[config.mk]
export PLATFORM = sky130hd
export DESIGN_NAME = requant_pipe
export DESIGN_NICKNAME = d
export VERILOG_FILES = /design/src/rtl/requant_pkg.sv /design/src/rtl/requant_lane.sv /design/src/rtl/requant_pipe.sv
export SDC_FILE = /design/constraint.sdc
export NUM_CORES = 1
export LEC_CHECK = 0
export ABC_AREA = 0
export BUFFER_PORTS_ARGS = -buffer_cell sky130_fd_sc_hd__buf_2
export CAP_MARGIN = 20
export CORE_MARGIN = 2
export CORE_UTILIZATION = 55
export DETAILED_ROUTE_END_ITERATION = 7
export HOLD_SLACK_MARGIN = 0.06
export PLACE_DENSITY = 0.79
export SYNTH_ARGS = -nofsm -noshare
export SYNTH_HDL_FRONTEND = slang
export SYNTH_SLANG_ARGS = --single-unit
[constraint.sdc]
create_clock -name i_clk -period 2.8 [get_ports i_clk]
set_clock_uncertainty 0.05 [all_clocks]
set_input_delay 0.42 -clock i_clk [delete_from_list [all_inputs] [get_ports i_clk]]
set_output_delay 0.42 -clock i_clk [all_outputs]
set_load 0.01 [all_outputs]
[src/rtl/requant_pkg.sv]
// rtl/requant_pkg.sv - rounding mode constants and signed range helpers for requant_pipe
package requant_pkg;

  localparam logic [1:0] MODE_FLOOR     = 2'd0;
  localparam logic [1:0] MODE_HALF_UP   = 2'd1;
  localparam logic [1:0] MODE_HALF_EVEN = 2'd2;
  localparam logic [1:0] MODE_TO_ZERO   = 2'd3;

  function automatic int sat_max(input int width);
    return (1 <<< (width - 1)) - 1;
  endfunction

  function automatic int sat_min(input int width);
    return -(1 <<< (width - 1));
  endfunction

endpackage

[src/rtl/requant_lane.sv]
// rtl/requant_lane.sv - one channel: stage 1 truncates and decodes the rounding increment,
// stage 2 adds it and saturates to the output width
module requant_lane
  import requant_pkg::*;
#(
  parameter int NB_XI  = 17,
  parameter int NBF_XI = 10,
  parameter int NB_XO  = 9,
  parameter int NBF_XO = 7
) (
  input  logic             i_clk,
  input  logic             i_rst_n,
  input  logic             i_en,
  input  logic [NB_XI-1:0] i_x,
  input  logic [1:0]       i_mode,
  output logic [NB_XO-1:0] o_y,
  output logic             o_sat
);

  localparam int K     = NBF_XI - NBF_XO;
  localparam int NB_Y  = NB_XI - K;
  localparam int NB_R  = NB_Y + 1;
  localparam int MAX_I = sat_max(NB_XO);
  localparam int MIN_I = sat_min(NB_XO);

  logic [NB_Y-1:0]  y_q, y_d;
  logic             inc_q, inc_d;
  logic [NB_XO-1:0] data_q, data_d;
  logic             sat_q, sat_d;

  logic                   guard, sticky, inc_mode;
  logic signed [NB_R-1:0] y_round;
  int                     y_round_i;

  always_comb begin
    guard  = 1'b0;
    sticky = 1'b0;
    // Both stay 0 when K=0, so every mode degenerates to a plain copy.
    for (int b = 0; b < NB_XI; b++) begin
      if (b == K - 1) guard = i_x[b];
      if (b < K - 1) sticky = sticky | i_x[b];
    end
    inc_mode = 1'b0;
    case (i_mode)
      MODE_FLOOR:     inc_mode = 1'b0;
      MODE_HALF_UP:   inc_mode = guard;
      MODE_HALF_EVEN: inc_mode = guard & (sticky | i_x[K]);
      MODE_TO_ZERO:   inc_mode = i_x[NB_XI-1] & (guard | sticky);
      default:        inc_mode = 1'b0;
    endcase
    y_d   = y_q;
    inc_d = inc_q;
    if (i_en) begin
      y_d   = i_x[NB_XI-1:K];
      inc_d = inc_mode;
    end
  end

  always_comb begin
    // One extra bit so +1 on the largest truncated value cannot wrap.
    y_round   = $signed({y_q[NB_Y-1], y_q}) + $signed({{NB_Y{1'b0}}, inc_q});
    y_round_i = int'(y_round);
    data_d    = data_q;
    sat_d     = sat_q;
    if (i_en) begin
      if (y_round_i > MAX_I) begin
        data_d = {1'b0, {(NB_XO-1){1'b1}}};
        sat_d  = 1'b1;
      end else if (y_round_i < MIN_I) begin
        data_d = {1'b1, {(NB_XO-1){1'b0}}};
        sat_d  = 1'b1;
      end else begin
        data_d = y_round[NB_XO-1:0];
        sat_d  = 1'b0;
      end
    end
  end

  always_ff @(posedge i_clk or negedge i_rst_n) begin
    if (!i_rst_n) begin
      y_q    <= '0;
      inc_q  <= 1'b0;
      data_q <= '0;
      sat_q  <= 1'b0;
    end else begin
      y_q    <= y_d;
      inc_q  <= inc_d;
      data_q <= data_d;
      sat_q  <= sat_d;
    end
  end

  assign o_y   = data_q;
  assign o_sat = sat_q;

endmodule

[src/rtl/requant_pipe.sv]
// rtl/requant_pipe.sv - handshaked two-stage multi-channel requantizer with saturation status
module requant_pipe
  import requant_pkg::*;
#(
  parameter int NB_XI  = 17,
  parameter int NBF_XI = 10,
  parameter int NB_XO  = 9,
  parameter int NBF_XO = 7,
  parameter int N_CH   = 2,
  parameter int NB_CNT = 16
) (
  input  logic                  i_clk,
  input  logic                  i_rst_n,
  input  logic [N_CH*NB_XI-1:0] i_data,
  input  logic [1:0]            i_mode,
  input  logic                  i_valid,
  output logic                  o_ready,
  output logic [N_CH*NB_XO-1:0] o_data,
  output logic [N_CH-1:0]       o_sat,
  output logic                  o_valid,
  input  logic                  i_ready,
  input  logic                  i_clr,
  output logic [N_CH-1:0]       o_sat_sticky,
  output logic [NB_CNT-1:0]     o_sat_cnt
);

  logic              en, hs;
  logic              v1_q, v1_d;
  logic              valid_q, valid_d;
  logic [N_CH-1:0]   sticky_q, sticky_d;
  logic [NB_CNT-1:0] cnt_q, cnt_d;

  // Whole pipe moves as one; the output register is the only place a beat waits.
  assign en      = i_ready | ~valid_q;
  assign o_ready = en;
  assign hs      = valid_q & i_ready;

  for (genvar c = 0; c < N_CH; c++) begin : g_lane
    requant_lane #(
      .NB_XI (NB_XI),
      .NBF_XI(NBF_XI),
      .NB_XO (NB_XO),
      .NBF_XO(NBF_XO)
    ) u_lane (
      .i_clk  (i_clk),
      .i_rst_n(i_rst_n),
      .i_en   (en),
      .i_x    (i_data[c*NB_XI +: NB_XI]),
      .i_mode (i_mode),
      .o_y    (o_data[c*NB_XO +: NB_XO]),
      .o_sat  (o_sat[c])
    );
  end

  always_comb begin
    v1_d    = v1_q;
    valid_d = valid_q;
    if (en) begin
      v1_d    = i_valid;
      valid_d = v1_q;
    end
  end

  always_comb begin
    // Clear first, then the beat leaving this cycle is counted.
    sticky_d = i_clr ? '0 : sticky_q;
    cnt_d    = i_clr ? '0 : cnt_q;
    if (hs) begin
      sticky_d = sticky_d | o_sat;
      if ((|o_sat) && (cnt_d != '1)) cnt_d = cnt_d + NB_CNT'(1);
    end
  end

  always_ff @(posedge i_clk or negedge i_rst_n) begin
    if (!i_rst_n) begin
      v1_q     <= 1'b0;
      valid_q  <= 1'b0;
      sticky_q <= '0;
      cnt_q    <= '0;
    end else begin
      v1_q     <= v1_d;
      valid_q  <= valid_d;
      sticky_q <= sticky_d;
      cnt_q    <= cnt_d;
    end
  end

  assign o_valid      = valid_q;
  assign o_sat_sticky = sticky_q;
  assign o_sat_cnt    = cnt_q;

endmodule

* Word level (Yosys, flattened, before mapping)
Index checks and enable logic that the tools add are counted.
** Cells by class
- Add/subtract/negate cells :: 3
- $lt $le $gt $ge :: 4
- Equal/unequal tests :: 4
- Multiplexer cells :: 15
- Bitwise logic cells :: 14
- Reduce and logical (&&, ||, !) cells :: 3
** Operators with widths (count)
- 2-to-1 mux 16 bit :: 3
- 2-to-1 mux 9 bit :: 4
- adder 14 x 2 -> 15 bit :: 2
- > comparator 15 x 9 -> 1 bit (second input constant) :: 2
- less-than comparator 15 x 9 -> 1 bit (second input constant) :: 2
- adder 16 x 1 -> 16 bit (second input constant) :: 1
- inequality test 16 bit (second input constant) :: 1
- case mux 1 bit (4 select lines) :: 2
- OR 1 bit :: 7
- AND 1 bit :: 5
- equality test 2 bit (second input constant) :: 2
- 2-to-1 mux 1 bit :: 4
- 2-to-1 mux 2 bit :: 2
- equality test 2 x 1 -> 1 bit (second input constant) :: 1
- logical NOT 2 bit :: 1
- OR 2 bit :: 1
- OR reduction 2 bit :: 1
- logical AND 1 bit :: 1
- NOT 1 bit :: 1
** Storage, ports and cells
- Register bits after elaboration :: 70
- Output and inout port bits :: 40

* Depth between registers and ports, before layout
- Word-level depth :: 5
- Gate-level depth with buffers :: 8
- Depth with buffers taken out :: 8

* Modules after synthesis
A second synthesis with hierarchy kept.
** Second synthesis, totals
- Cells, all modules :: 346
- Area total of the unflattened synthesis :: 3669.8 um^2
** Modules (own cells, without submodules)
- requant_lane (g_lane[0].u_lane) :: instances 1, cells an instance 124, area an instance 1353.8 um^2, sequential area each 625.6 um^2
- requant_lane (g_lane[1].u_lane) :: instances 1, cells an instance 126, area an instance 1318.8 um^2, sequential area each 625.6 um^2
- requant_pipe :: instances 1, cells an instance 96, area an instance 997.2 um^2, sequential area each 500.5 um^2

* Worst setup path after synthesis
No wires, ideal clock.
- Path kind :: register to register
- Start point :: register g_lane[1].u_lane.inc_q
- End point :: register g_lane[1].u_lane.data_q[0]
- Setup time :: 0.146 ns
- Data arrival time :: 1.885 ns
- Data required time :: 2.604 ns
- Path slack :: 0.719 ns
- Cell stages (with the launch flop) :: 9
- Buffers on the path :: 0
- Clock period less this slack :: 2.081 ns
- Cell sequence :: dfrtp_1 ha_1 ha_1 nand3_2 nor3b_1 o21ai_0 a21oi_2 nor3_1 o21ai_1
** On the way
- Longest elaborated chain between the ends :: 4
- Elaborated cells between the ends (all ways) :: 5
- Classes of those cells :: add/sub (1); order compare (2); mux (2)
** Ends and longest elaborated chain
- start: declaration :: line requant_lane.sv:27 : logic inc_q, inc_d;
- start signal: assignment :: line requant_lane.sv:87 : inc_q <= inc_d;
- adder 14 x 2 -> 15 bit (*) :: line requant_lane.sv:61 : y_round = $signed({y_q[NB_Y-1], y_q}) + $signed({{NB_Y{1'b0}}, inc_q});
- less-than comparator 15 x 9 -> 1 bit :: line requant_lane.sv:69 : end else if (y_round_i < MIN_I) begin
- 2-to-1 mux 9 bit :: line requant_lane.sv:69
- 2-to-1 mux 9 bit (*) :: line requant_lane.sv:66 : if (y_round_i > MAX_I) begin
- end signal: assignment :: line requant_lane.sv:88 : data_q <= data_d;
- end: declaration :: line requant_lane.sv:28 : logic [NB_XO-1:0] data_q, data_d;
Mark *: on every way between the ends. The rest lies on a longest branch, timed or not.
A chain may end at the register's enable or synchronous reset.

* Worst setup path after layout
Ends and elaborated chain as after synthesis.

==> flow_summary.toml <==
[grt]
busiest_layer = "met2"
grt_util_met1 = 0.336
grt_pass1_wl_mm = 13.8
grt.total_usage = 0.234
grt_pass1_vias = 2955
grtUsageMet2 = 0.356
grt-ovfl-total = 0
grt_max_degree = 36
antenna_found_initial = 0
use_met3 = 0.0524

[final_layout]
nets = 539
antenna_cells = 0
layout_common_cells = "nand2_1 (103), buf_2 (80), dfrtp_1 (70)"
multi_input_area_um2 = 1860
ff_latch_area_um2 = 1750
finish.utilization = 0.675
layout_commonest_cell = "nand2_1"
fin_cells = 572
fillers = 550
drive_gt1_frac = 0.228
area_delta_synth_final_pct = 17.0

[timing]
relSlewSlack = 0.361
tightest_slew_ps = 951
hold_ws_ps = 225
layout_min_cycle_time_ps = 2520
setup_viol = 0
fmax_mhz = 397
rsz0062_at_grt = "false"
period_share = 0.901
final.setup.tns_ps = 0
hold_viol_final = 0
slew_violations = 0

[outcome]
status = "finished clean"

[clocking]
post-cts-setup-buffers = 0
cts_hold_buf = 1
tritoncts = "done"
root_buffer = "clkbuf_8"
numCtsBuffers = 9
cts_resized = 0
clk_path_buf_depth = 2
clock-sinks = 70
clock_latency_ps = 340
htree_levels = 3
clkSlewWorstSetupHoldPaths_ps = 70

[route]
drc = 0
via_count = 3299
firstDrtPassIters = 4
wl_mm = 8.23
drt_iter0_markers = 167
vias_per_cell = 5.77
antenna_left = 0
detail_route.wl_per_cell_um = 14.4

[die]
ios = 81
die_h_um = 86.3
die_x_um = 86.3
num_rows = 29
core_um2 = 6460
initial_core_util = 0.577
die-area_um2 = 7450

[setup_path]
start_kind = "flop"
arrival_ps = 2660
critPathKind = "reg -> reg"
crit_required_ps = 2940
critical_path.max_fanout = 9
endpoint_kind = "flop"

[synth]
syn_area_um2 = 3720
synthDistinctLibCells = 61
synth_warnings = 0
synth_edf_count = 0
synth-seq-area-share = 0.470
async_reset_ff_frac = 1.00
synth_nets = 462
ys_ff_latch = 70
synth_ff_type = "dfrtp_1"
syn-instance-count = 416
synth_area_per_cell_um2 = 8.95

[power_and_ir_drop]
vdd_ir_drop_max_mv = 0.371
p_clk_frac = 0.292
seqPwrFrac = 0.494
switchingPower_uw = 816
p_sw_frac = 0.310
combPwrFrac = 0.214
p_int_mw = 1.81
leakage_nw = 2.04
powerDensity_nw_per_um2 = 603

[worst_hold_path]
worstHoldPathType = "in -> reg"

[placement]
dp_hpwl_mm = 6.03
gp_congestion = 0.941
numPlacedInstances = 558
io_buffers = 80

[job]
maxCapViolCount = 0
path summary, 6_finish.rpt:
| path | slack [ps] | end | cells past startpoint | from |
|---|---|---|---|---|
| max in group asynchronous | 1450 | o_sat_cnt[9]$_DFF_PN0_ | 3 | i_rst_n |
| hold reg to reg | 410 | o_valid$_DFFE_PN0P_ | 1 | v1_q$_DFFE_PN0P_ |
| min in group asynchronous | 520 | o_sat_cnt[7]$_DFF_PN0_ | 2 | i_rst_n |
| hold / removal | 220 | g_lane[1].u_lane.y_q[10]$_DFFE_PN0P_ | 3 | i_data[30] |
| setup / recovery | 280 | g_lane[1].u_lane.o_y[0]$_DFFE_PN0P_ | 8 | g_lane[1].u_lane.inc_q$_DFFE_PN0P_ |
| setup reg to reg | 280 | g_lane[1].u_lane.o_y[0]$_DFFE_PN0P_ | 8 | g_lane[1].u_lane.inc_q$_DFFE_PN0P_ |
power by group through the flow:
stage | sequential, mW | combinational (mW) | clock, mW
floorplan | 1.31 | 0.331 | 0
global route | 1.32 | 0.634 | 0.835
global placement | 1.31 | 0.551 | 0
CTS | 1.29 | 0.568 | 0.783
finish | 1.30 | 0.562 | 0.767
detailed placement | 1.31 | 0.565 | 0
sequential cells by signal, indices dropped and copies added, names as in the netlist:
| signal | cells |
|---|---|
| o_sat_sticky | 2 |
| g_lane.u_lane.o_y | 18 |
| v1_q | 1 |
| g_lane.u_lane.o_sat | 2 |
| g_lane.u_lane.inc_q | 2 |
| o_valid | 1 |
| o_sat_cnt | 16 |
| g_lane.u_lane.y_q | 28 |
metrics by stage:
step | power (mW) | worst slack, ps | area [um2]
floorplan | 1.64 | 719 | 3720
global placement | 1.86 | 403 | 4170
detailed placement | 1.88 | 298 | 4170
CTS | 2.64 | 282 | 4360
global route | 2.79 | 0.951 | 4360
finish | 2.63 | 278 | 4360
logic make-up (layout without fill, tap and decap cells):
family	after synthesis	count (layout)	synth area share
XOR/XNOR	27	27	0.0635
buffers and inverters	26	105	0.0312
multiplexers	5	5	0.0155
AND/OR/NAND/NOR	217	217	0.278
AO/OA/AOI/OAI	66	66	0.125
flip-flops	70	70	0.470
adder cells (fa/ha/maj)	5	5	0.0168
final cells by class:
class | instances | share of cell area
clock buffers | 11 | 0.0324
clock inverters | 2 | 0.00804
flip-flops and latches | 70 | 0.402
inverters | 6 | 0.00517
repair buffers | 86 | 0.103
well taps | 77 | 0.0221
multi-input cells | 320 | 0.428
layer usage:
metal,wire length [um],vias up,part of all wire
li1,-,1602,-
met1,3850,1566,0.47
met2,3680,123,0.45
met3,602,8,0.073
met4,97,0,0.012
met5,0,-,0
synthesized netlist by cell type, drive strengths merged (2+ instances only):
| cell type | n | area (um2) |
|---|---|---|
| a211oi | 3 | 27.5 |
| a21oi | 12 | 63.8 |
| a311oi | 7 | 61.3 |
| a31oi | 3 | 18.8 |
| and2 | 4 | 25.0 |
| and3 | 4 | 26.3 |
| and4 | 5 | 46.3 |
| buf | 9 | 52.6 |
| clkbuf | 11 | 41.3 |
| dfrtp | 70 | 1750 |
| ha | 5 | 62.6 |
| inv | 5 | 18.8 |
| mux2 | 3 | 37.5 |
| mux2i | 2 | 20.0 |
| nand2 | 105 | 399 |
| nand2b | 7 | 43.8 |
| nand3 | 21 | 115 |
| nand4 | 10 | 68.8 |
| nand4b | 2 | 17.5 |
| nor2 | 33 | 124 |
| nor2b | 5 | 31.3 |
| nor3 | 9 | 45.0 |
| nor3b | 2 | 20.0 |
| nor4 | 3 | 25.0 |
| o2111ai | 2 | 17.5 |
| o21ai | 21 | 105 |
| o311ai | 2 | 17.5 |
| o31a | 2 | 17.5 |
| or3 | 5 | 31.3 |
| xnor2 | 7 | 61.3 |
| xor2 | 20 | 175 |
critical path: stages (launching register included):
cell and delay (ps):
dfrtp_1 390, ha_1 250, ha_1 250, nand3_2 180, nor3b_1 70, o21ai_0 210, a21oi_2 90, nor3_1 730
o21ai_1 160
No activity file was read; power rests on OpenSTA's default activity.
